==> config.mk <==
export PLATFORM = sky130hd
export DESIGN_NAME = traffic_light_ctrl_2way
export DESIGN_NICKNAME = d
export VERILOG_FILES = /design/src/rtl/traffic_pkg.sv /design/src/rtl/bin2bcd_2d.sv /design/src/rtl/traffic_light_ctrl_2way.sv
export SDC_FILE = /design/constraint.sdc
export NUM_CORES = 1
export LEC_CHECK = 0
export ABC_AREA = 1
export CORE_UTILIZATION = 50
export DETAILED_ROUTE_END_ITERATION = 10
export MAX_ROUTING_LAYER = met4
export PLACE_DENSITY = 0.72
export SLEW_MARGIN = 20
export SYNTH_ARGS = -nofsm -noshare
export SYNTH_HDL_FRONTEND = slang
export SYNTH_HIERARCHICAL = 1
export SYNTH_SLANG_ARGS = --single-unit
==> constraint.sdc <==
create_clock -name sys_clk -period 5.6 [get_ports sys_clk]
set_input_delay 0.84 -clock sys_clk [delete_from_list [all_inputs] [get_ports sys_clk]]
set_output_delay 0.84 -clock sys_clk [all_outputs]
set_load 0.03 [all_outputs]
==> src/rtl/traffic_pkg.sv <==
// Shared types for the two-road intersection controller: phase encoding and lamp patterns.
package traffic_pkg;

  typedef enum logic [2:0] {
    MAIN_G   = 3'd0,
    MAIN_Y   = 3'd1,
    ALL_RED1 = 3'd2,
    SIDE_G   = 3'd3,
    SIDE_Y   = 3'd4,
    ALL_RED2 = 3'd5,
    NIGHT    = 3'd6
  } state_e;

  localparam logic [2:0] LT_RED = 3'b100;
  localparam logic [2:0] LT_YEL = 3'b010;
  localparam logic [2:0] LT_GRN = 3'b001;
  localparam logic [2:0] LT_OFF = 3'b000;

endpackage

==> src/rtl/bin2bcd_2d.sv <==
// Combinational 0..99 binary to two-digit BCD {tens, ones}.
module bin2bcd_2d (
  input  logic [6:0] bin_i,
  output logic [7:0] bcd_o
);

  logic [3:0] tens;
  logic [3:0] ones;

  always_comb begin
    tens = '0;
    for (int i = 1; i < 10; i++) begin
      if (bin_i >= 7'(10 * i)) tens = 4'(i);
    end
    ones = 4'(bin_i - 7'(tens) * 7'd10);
  end

  assign bcd_o = {tens, ones};

endmodule

==> src/rtl/traffic_light_ctrl_2way.sv <==
// Main/side intersection controller with pedestrian green-cut, night flash and BCD countdowns.
// All outputs registered from next-state values: they move one clock after the tick/edge; no backpressure.
module traffic_light_ctrl_2way
  import traffic_pkg::*;
#(
  parameter int T_MAIN_GREEN = 30,
  parameter int T_SIDE_GREEN = 20,
  parameter int T_YELLOW     = 3,
  parameter int T_ALLRED     = 2,
  parameter int T_PED_CUT    = 5,
  parameter int CNT_W        = 7
) (
  input  logic        sys_clk,
  input  logic        sys_rst_n,
  input  logic        tick_1s,
  input  logic        ped_req,
  input  logic        night_mode,
  output logic [2:0]  light_main,
  output logic [2:0]  light_side,
  output logic [15:0] light_t,
  output logic        ped_walk,
  output logic        ped_pending,
  output logic [2:0]  phase
);

  localparam logic [CNT_W-1:0] C_MG  = CNT_W'(T_MAIN_GREEN);
  localparam logic [CNT_W-1:0] C_SG  = CNT_W'(T_SIDE_GREEN);
  localparam logic [CNT_W-1:0] C_Y   = CNT_W'(T_YELLOW);
  localparam logic [CNT_W-1:0] C_AR  = CNT_W'(T_ALLRED);
  localparam logic [CNT_W-1:0] C_PC  = CNT_W'(T_PED_CUT);
  localparam logic [CNT_W-1:0] C_ONE = CNT_W'(1);
  localparam logic [7:0]       AR_BCD = 8'((T_ALLRED / 10) * 16 + (T_ALLRED % 10));

  logic ped_s1_q, ped_s2_q, ped_prev_q, night_s1_q, night_s2_q;
  logic ped_rise;

  state_e           state_q, state_d;
  logic [CNT_W-1:0] cnt_q, cnt_d;
  logic             flash_q, flash_d;
  logic             pend_q, pend_d;

  logic [2:0]       main_d, side_d;
  logic [CNT_W-1:0] main_bin, side_bin;
  logic [7:0]       main_bcd, side_bcd;
  logic [2:0]       light_main_q, light_side_q;
  logic [15:0]      light_t_q;
  logic             ped_walk_q;

  function automatic state_e next_of(input state_e s);
    case (s)
      MAIN_G:   return MAIN_Y;
      MAIN_Y:   return ALL_RED1;
      ALL_RED1: return SIDE_G;
      SIDE_G:   return SIDE_Y;
      SIDE_Y:   return ALL_RED2;
      default:  return MAIN_G;
    endcase
  endfunction

  // A latched request shortens the main green already at entry.
  function automatic logic [CNT_W-1:0] dur_of(input state_e s, input logic pend);
    case (s)
      MAIN_G:         return pend ? C_PC : C_MG;
      MAIN_Y, SIDE_Y: return C_Y;
      SIDE_G:         return C_SG;
      default:        return C_AR;
    endcase
  endfunction

  always_ff @(posedge sys_clk or negedge sys_rst_n) begin
    if (!sys_rst_n) begin
      ped_s1_q   <= 1'b0;
      ped_s2_q   <= 1'b0;
      ped_prev_q <= 1'b0;
      night_s1_q <= 1'b0;
      night_s2_q <= 1'b0;
    end else begin
      ped_s1_q   <= ped_req;
      ped_s2_q   <= ped_s1_q;
      ped_prev_q <= ped_s2_q;
      night_s1_q <= night_mode;
      night_s2_q <= night_s1_q;
    end
  end

  assign ped_rise = ped_s2_q & ~ped_prev_q;

  always_comb begin
    state_d = state_q;
    cnt_d   = cnt_q;
    flash_d = flash_q;
    pend_d  = pend_q;
    if (night_s2_q) begin
      if (state_q != NIGHT) begin
        state_d = NIGHT;
        flash_d = 1'b1;
      end else if (tick_1s) begin
        flash_d = ~flash_q;
      end
    end else if (state_q == NIGHT) begin
      state_d = ALL_RED2;
      cnt_d   = C_AR;
      flash_d = 1'b0;
    end else begin
      if (ped_rise) pend_d = 1'b1;
      if (tick_1s && cnt_q == C_ONE) begin
        state_d = next_of(state_q);
        cnt_d   = dur_of(state_d, pend_d);
        if (state_d == SIDE_G) pend_d = 1'b0;
      end else if (state_q == MAIN_G && pend_d && cnt_q > C_PC) begin
        cnt_d = C_PC;
      end else if (tick_1s) begin
        cnt_d = cnt_q - C_ONE;
      end
    end
  end

  always_ff @(posedge sys_clk or negedge sys_rst_n) begin
    if (!sys_rst_n) begin
      state_q <= ALL_RED2;
      cnt_q   <= C_AR;
      flash_q <= 1'b0;
      pend_q  <= 1'b0;
    end else begin
      state_q <= state_d;
      cnt_q   <= cnt_d;
      flash_q <= flash_d;
      pend_q  <= pend_d;
    end
  end

  // Red road shows time until its own green, except in the all-red right after its yellow.
  always_comb begin
    main_d   = LT_RED;
    side_d   = LT_RED;
    main_bin = '0;
    side_bin = '0;
    case (state_d)
      MAIN_G: begin
        main_d   = LT_GRN;
        main_bin = cnt_d;
        side_bin = cnt_d + C_Y + C_AR;
      end
      MAIN_Y: begin
        main_d   = LT_YEL;
        main_bin = cnt_d;
        side_bin = cnt_d + C_AR;
      end
      ALL_RED1: side_bin = cnt_d;
      SIDE_G: begin
        side_d   = LT_GRN;
        side_bin = cnt_d;
        main_bin = cnt_d + C_Y + C_AR;
      end
      SIDE_Y: begin
        side_d   = LT_YEL;
        side_bin = cnt_d;
        main_bin = cnt_d + C_AR;
      end
      ALL_RED2: main_bin = cnt_d;
      default: begin
        main_d = flash_d ? LT_YEL : LT_OFF;
        side_d = flash_d ? LT_YEL : LT_OFF;
      end
    endcase
  end

  bin2bcd_2d u_bcd_main (.bin_i(7'(main_bin)), .bcd_o(main_bcd));
  bin2bcd_2d u_bcd_side (.bin_i(7'(side_bin)), .bcd_o(side_bcd));

  always_ff @(posedge sys_clk or negedge sys_rst_n) begin
    if (!sys_rst_n) begin
      light_main_q <= LT_RED;
      light_side_q <= LT_RED;
      light_t_q    <= {AR_BCD, 8'h00};
      ped_walk_q   <= 1'b0;
    end else begin
      light_main_q <= main_d;
      light_side_q <= side_d;
      light_t_q    <= {main_bcd, side_bcd};
      ped_walk_q   <= (state_d == SIDE_G);
    end
  end

  assign light_main  = light_main_q;
  assign light_side  = light_side_q;
  assign light_t     = light_t_q;
  assign ped_walk    = ped_walk_q;
  assign ped_pending = pend_q;
  assign phase       = state_q;

endmodule

==> results of run 1 <==
## sequential cells by signal (all words and copies together), names as in the netlist
name	flops
flash_q	1
night_s2_q	1
ped_pending	1
light_main	3
ped_walk	1
phase	3
ped_s1_q	1
light_side	3
ped_s2_q	1
ped_prev_q	1
night_s1_q	1
cnt_q	7
light_t	16
## per-layer routing
layer | up-vias | global-route usage
met3 | 6 | 0.03593
met4 | 0 | 0.06923
met2 | 56 | 0.3586
met5 | - | -
met1 | 1159 | 0.3103
li1 | 1308 | -
## synth_stat cells (3+ instances only)
cell / n / share of area
xnor2_1: 4 / 0.013
o21ai_1: 7 / 0.013
a21oi_1: 7 / 0.013
buf_4: 3 / 0.0081
dfstp_2: 6 / 0.057
dfrtp_1: 34 / 0.31
nand2_1: 126 / 0.17
nand3_2: 3 / 0.011
nor2_1: 27 / 0.037
nor2_2: 4 / 0.0090
xor2_1: 4 / 0.013
ha_1: 7 / 0.032
nand3_1: 42 / 0.076
inv_1: 37 / 0.050
o21ai_0: 20 / 0.036
o211ai_1: 3 / 0.0081
nand2_2: 10 / 0.023
inv_2: 18 / 0.024
## worst max path at each step
| stage | from | to | cells after the start |
|---|---|---|---|
| floorplan | tick_1s | light_t[3] | 31 |
| global placement | tick_1s | light_t[11] | 33 |
| detailed placement | tick_1s | light_t[11] | 33 |
| CTS | tick_1s | light_t[11] | 33 |
| global route | tick_1s | light_t[11] | 34 |
| finish | tick_1s | light_t[11] | 34 |
## layout make-up
| cell class | instances | area (µm²) | area share |
|---|---|---|---|
| tap | 70 | 87.58 | 0.02700 |
| multi-input combinational | 290 | 1518 | 0.4678 |
| clock buffer | 5 | 68.82 | 0.02121 |
| sequential | 40 | 1008 | 0.3108 |
| clock inverter | 3 | 42.54 | 0.01311 |
| timing repair buffer | 32 | 312.8 | 0.09641 |
| inverter | 55 | 206.4 | 0.06363 |
## through the flow
stage | setup slack (ns) | instance area [µm²] | util | hold WS [ns] | power [µW]
after floorplan | 1.207 | 2771 | - | 0.3312 | 1048
after global placement | 0.4181 | 3133 | 0.5982 | 0.3343 | 1241
after detailed placement | 0.2537 | 3133 | 0.5982 | 0.3381 | 1255
after CTS | 0.5339 | 3244 | 0.6194 | 0.3547 | 1495
after global routing | 0.02300 | 3244 | 0.6194 | 0.3567 | 1627
final | 0.5170 | 3244 | 0.6194 | 0.3501 | 1487
## where the power goes
part	switching (µW)	total (µW)	internal, µW
combinational	541	838	297
clock	101	233	132
sequential	46.9	417	370
## worst reg2reg max path: cells and delay by family, from the launching register on
family | cells | cell delay (ns)
and+or+nand+nor | 23 | 2.20
adders and majority gates | 4 | 0.96
xor gates and xnor gates | 2 | 0.40
buffers and inverters | 6 | 0.69
DFF | 1 | 0.39
## cell families (layout without fill, tap and decap cells)
kind of cell,Yosys count,count (layout),share of synthesized area
flops,40,40,0.3639
xor+xnor,10,10,0.03702
compound gates,45,45,0.09481
fa+ha+maj,9,9,0.04605
buf+inv,60,95,0.08848
simple gates,226,226,0.3698
==> results.yml, run 1 <==
yosys:
  netlist-cell-type-count: 37
  syn_inst: 390
  syn_nets: 404
  synth_seq_area_share: 0.3639
  ys_seq_elements: 40
  async_reset_ff_frac: 1.000
  synth_top_flop_cell: "dfrtp_1"
  synth_edf_count: 0
  syn_area_per_cell_um2: 7.106
  ys_warn_count: 6
  syn_area_um2: 2771
critical_path:
  critPathSlowestCell: "clkdlybuf4s50_1"
  critPathMostFrequentCell: "nand2_1"
  worstRegToRegCells: 35
  path_max_fanout: 12
  arrival_ns: 5.28
  r2r_end: "light_t[11]"
  cpLargestDelayFamily: "simple AND/OR/NAND/NOR gates"
  critPathLaunchType: "input port"
  critPathMaxStageDelay_ns: 0.48
  criticalPathCategory: "in -> reg"
  ff2ff_setup_slack_ns: 0.85
  worstPathRequired_ns: 5.80
  rr_startpoint: "cnt_q[1]"
  end_kind: "register"
  critPathBufInv: 6
final_layout:
  fin_nets: 438
  antenna_cells: 0
  drive_gt1_frac: 0.1529
  final_cell_mix: "nand2_1, nand3_1, inv_1"
  syn2layout_area_growth_pct: 17.07
  mostFrequentLayoutCell: "nand2_1"
  nFillCells: 481
  stdcell_count: 495
route:
  wl_met2_mm: 2.618
  wl_met1_mm: 2.873
  wl_per_cell_um: 11.69
  viasPerCell: 5.109
  ant_nets: 0
  top_layer: "met4"
  wl_met3_um: 226
  num_vias: 2529
  post-route-drc-count: 0
  drt_iter0_drc: 174
  drtPass1Iterations: 4
  drt_wl_total_mm: 5.787
cts:
  cts_num_sinks: 40
  htreeDepth: 2
  post_cts_buffers: 0
  hold_buffers: 0
  cts_buffers: 5
  clkSlewWorstSetupHoldPaths_ns: 0.08
  cts_tree: "yes"
  cts-root-buf: "clkbuf_8"
  cts-resized-gates: 0
  clock_latency_ns: 0.29
  cts_max_path_buffers: 2
floorplanning:
  start_util: 0.5291
  rows: 26
  die_h_um: 76.45
  die-width_um: 76.45
  core_area_um2: 5238
  die_area_um2: 5845
  io_pins: 32
min_path:
  min_from: "night_s1_q"
  hold_path_class: "reg -> reg"
  worstHoldEndpoint: "night_s2_q"
  hold-path-cell-count: 0
grt:
  antenna_found_initial: 0
  grt_pass1_vias: 2328
  grt_max_degree: 41
  grt_usage: 0.2304
  grt_pass1_wl_mm: 10.55
  grt_overflow: 0
sta:
  hold_viol: 0
  finalSetupTns_ns: 0
  finalCriticalPeriod_ns: 5.083
  slew_headroom: 0.4361
  fmax_mhz: 196.7
  fin_skew_ns: 0.007255
  slew_viol_final: 0
  fin_crit_sh: 0.9077
  rsz0062_at_grt: "no"
  finalSetupViolCount: 0
  tightestPinTransition_ns: 0.8458
place:
  gp_congestion: 0.9398
  dp_hpwl_mm: 4.489
  io_buffers: 31
  place_inst: 487
status:
  status: "finished clean"
pwr:
  cellLeakagePower_uw: 0.001642
  p_per_area_nw_per_um2: 458.4
  irDropWorstVdd_mv: 0.2652
flow_run:
  drv_cap: 0
Power figures use the tool's default switching activity.
==> inputs of run 2 (changes only) <==
- CORE_UTILIZATION: 50 -> 45
- PLACE_DENSITY: 0.72 -> 0.66
- RECOVER_POWER: not set -> 25
==> run 2 against run 1 <==
  * The run now ends with max-capacitance violations, max-slew violations left
  * Register-to-register slack better by 0.05 ns
  * Total power is 0.39% higher
  * Global-route usage is 1.7 points lower
  * Hold slack improved by 0.0038 ns
  * Clock skew increased by 0.0026 ns
  * Largest power group unchanged
  * Highest routed layer unchanged
==> results.yml, run 2 (synthesis results as in run 1) <==
final_layout:
  final_cell_mix: "nand2_1, nand3_1, inv_1"
  final_cell_area_um2: 3253
  syn2layout_area_growth_pct: 17.38
  fin_nets: 438
  nFillCells: 565
  mostFrequentLayoutCell: "nand2_1"
  largest_reg_flops: 16
  antenna_cells: 0
  drive_gt1_frac: 0.1506
cts:
  hold_buffers: 0
  post_cts_buffers: 0
  clkSlewWorstSetupHoldPaths_ns: 0.08
  cts_buffers: 5
  clock_latency_ns: 0.30
  htreeDepth: 2
  cts-root-buf: "clkbuf_8"
  cts_num_sinks: 40
  cts_max_path_buffers: 2
  cts_tree: "yes"
  cts-resized-gates: 0
route:
  drt_iter0_drc: 170
  num_vias: 2513
  drt_wl_total_mm: 5.981
  viasPerCell: 5.026
  drtPass1Iterations: 4
  wl_per_cell_um: 11.96
  ant_nets: 0
  post-route-drc-count: 0
place:
  io_buffers: 31
  dp_hpwl_mm: 4.653
  placed_area_um2: 3139
  gp_congestion: 0.9084
floorplanning:
  core_area_um2: 5921
  start_util: 0.4681
  die_area_um2: 6476
  rows: 28
  die_h_um: 80.48
  die-width_um: 80.48
  io_pins: 32
sta:
  fmax_mhz: 198.9
  rsz0062_at_grt: "no"
  hold_viol: 0
  finalCriticalPeriod_ns: 5.027
  tightestPinTransition_ns: 2.095
  fin_crit_sh: 0.8977
  slew_viol_final: 41
  finalSetupTns_ns: 0
  fin_skew_ns: 0.009850
  finalSetupViolCount: 0
  slew_headroom: -0.3967
status:
  status: "finished, violations left"
  violations: "max-capacitance violations, max-slew violations"
critical_path:
  cpLargestDelayFamily: "simple AND/OR/NAND/NOR gates"
  critPathBufInv: 6
  critPathMostFrequentCell: "nand2_1"
  critPathLaunchType: "input port"
  path_max_fanout: 12
  arrival_ns: 5.27
  criticalPathCategory: "in -> reg"
  critPathSlowestCell: "clkdlybuf4s50_1"
  worstPathRequired_ns: 5.84
  end_kind: "register"
  critPathMaxStageDelay_ns: 0.48
grt:
  grt_overflow: 0
  grt_max_degree: 41
  grt_pass1_wl_mm: 10.41
  grt_usage: 0.2137
  antenna_found_initial: 0
  grt_pass1_vias: 2411
pwr:
  p_per_area_nw_per_um2: 459.0
  p_int_uw: 800.1
  power.share.clock: 0.161
  power_switching_uw: 693.1
  pwr-share-seq: 0.280
  comb_power_share: 0.559
  irDropWorstVdd_mv: 0.2733
  swShare: 0.4642
  cellLeakagePower_uw: 0.001640
flow_run:
  drv_cap: 1
min_path:
  hold_path_class: "reg -> reg"
run 2: changes by cell type in the layout (fill, tap and decap cells not counted), sizes merged:
cell and delta:
dlygate4sd3 +2, clkbuf +1, clkdlybuf4s50 -2, inv +1, clkinv -1, buf -1
run 2: worst paths after layout:
path | start | endpoint | slack (ns) | cells after the start
max in group asynchronous | sys_rst_n | light_t[1] | 3.26 | 1
min in group asynchronous | sys_rst_n | phase[1] | 1.13 | 1
setup / recovery | tick_1s | light_t[11] | 0.57 | 34
setup reg to reg | cnt_q[1] | light_t[11] | 0.90 | 35
hold / removal | night_s1_q | night_s2_q | 0.35 | 0
hold reg to reg | night_s1_q | night_s2_q | 0.35 | 0
run 2: final cells by class:
type	instances	area [µm²]	share of cell area
clock buffers	5	68.82	0.02115
repair buffers	32	311.5	0.09577
multi-input cells	290	1518	0.4665
inverters	55	206.4	0.06346
clock inverters	3	46.29	0.01423
well taps	75	93.84	0.02885
flip-flops and latches	40	1008	0.3100
run 2: worst register-to-register path: cells and delay by family, from the launching register on:
| family | cells | cell delay, ns |
|---|---|---|
| buffers and inverters | 6 | 0.71 |
| DFF | 1 | 0.40 |
| and+or+nand+nor | 23 | 2.14 |
| adders and majority gates | 4 | 0.97 |
| xor gates and xnor gates | 2 | 0.44 |
run 2: layer usage:
layer  routed length [µm]  GRT usage  up-vias
met4                   90    0.07143        0
met1                 2876     0.2631     1153
met3                  233    0.03523       12
met2                 2781     0.3551       52
met5                    0          -        -
li1                     -          -     1296
run 2: power groups by stage:
stage | Sequential [µW] | Combinational (µW) | Clock [µW]
3_3_place_gp | 423 | 820 | 0
6_report | 418 | 834 | 241
2_1_floorplan | 505 | 543 | 0
4_1_cts | 419 | 838 | 246
3_5_place_dp | 425 | 832 | 0
5_1_grt | 429 | 954 | 257
run 2: through the flow:
| stage | utilization | total power, µW | std cells | worst slack, ns | hold slack, ns |
|---|---|---|---|---|---|
| after floorplan | - | 1048 | 390 | 1.207 | 0.3312 |
| after global placement | 0.5302 | 1243 | 492 | 0.3821 | 0.3312 |
| after detailed placement | 0.5302 | 1257 | 492 | 0.3021 | 0.3364 |
| after CTS | 0.5497 | 1503 | 500 | 0.5634 | 0.3549 |
| after global routing | 0.5495 | 1641 | 500 | 0.01788 | 0.3654 |
| final | 0.5495 | 1493 | 500 | 0.5728 | 0.3539 |
==> inputs of run 3 (changes only) <==
- CAP_MARGIN: not set -> 20
==> results of run 3 <==
No change in the layout: final DEF, timing and power equal those of run 2.
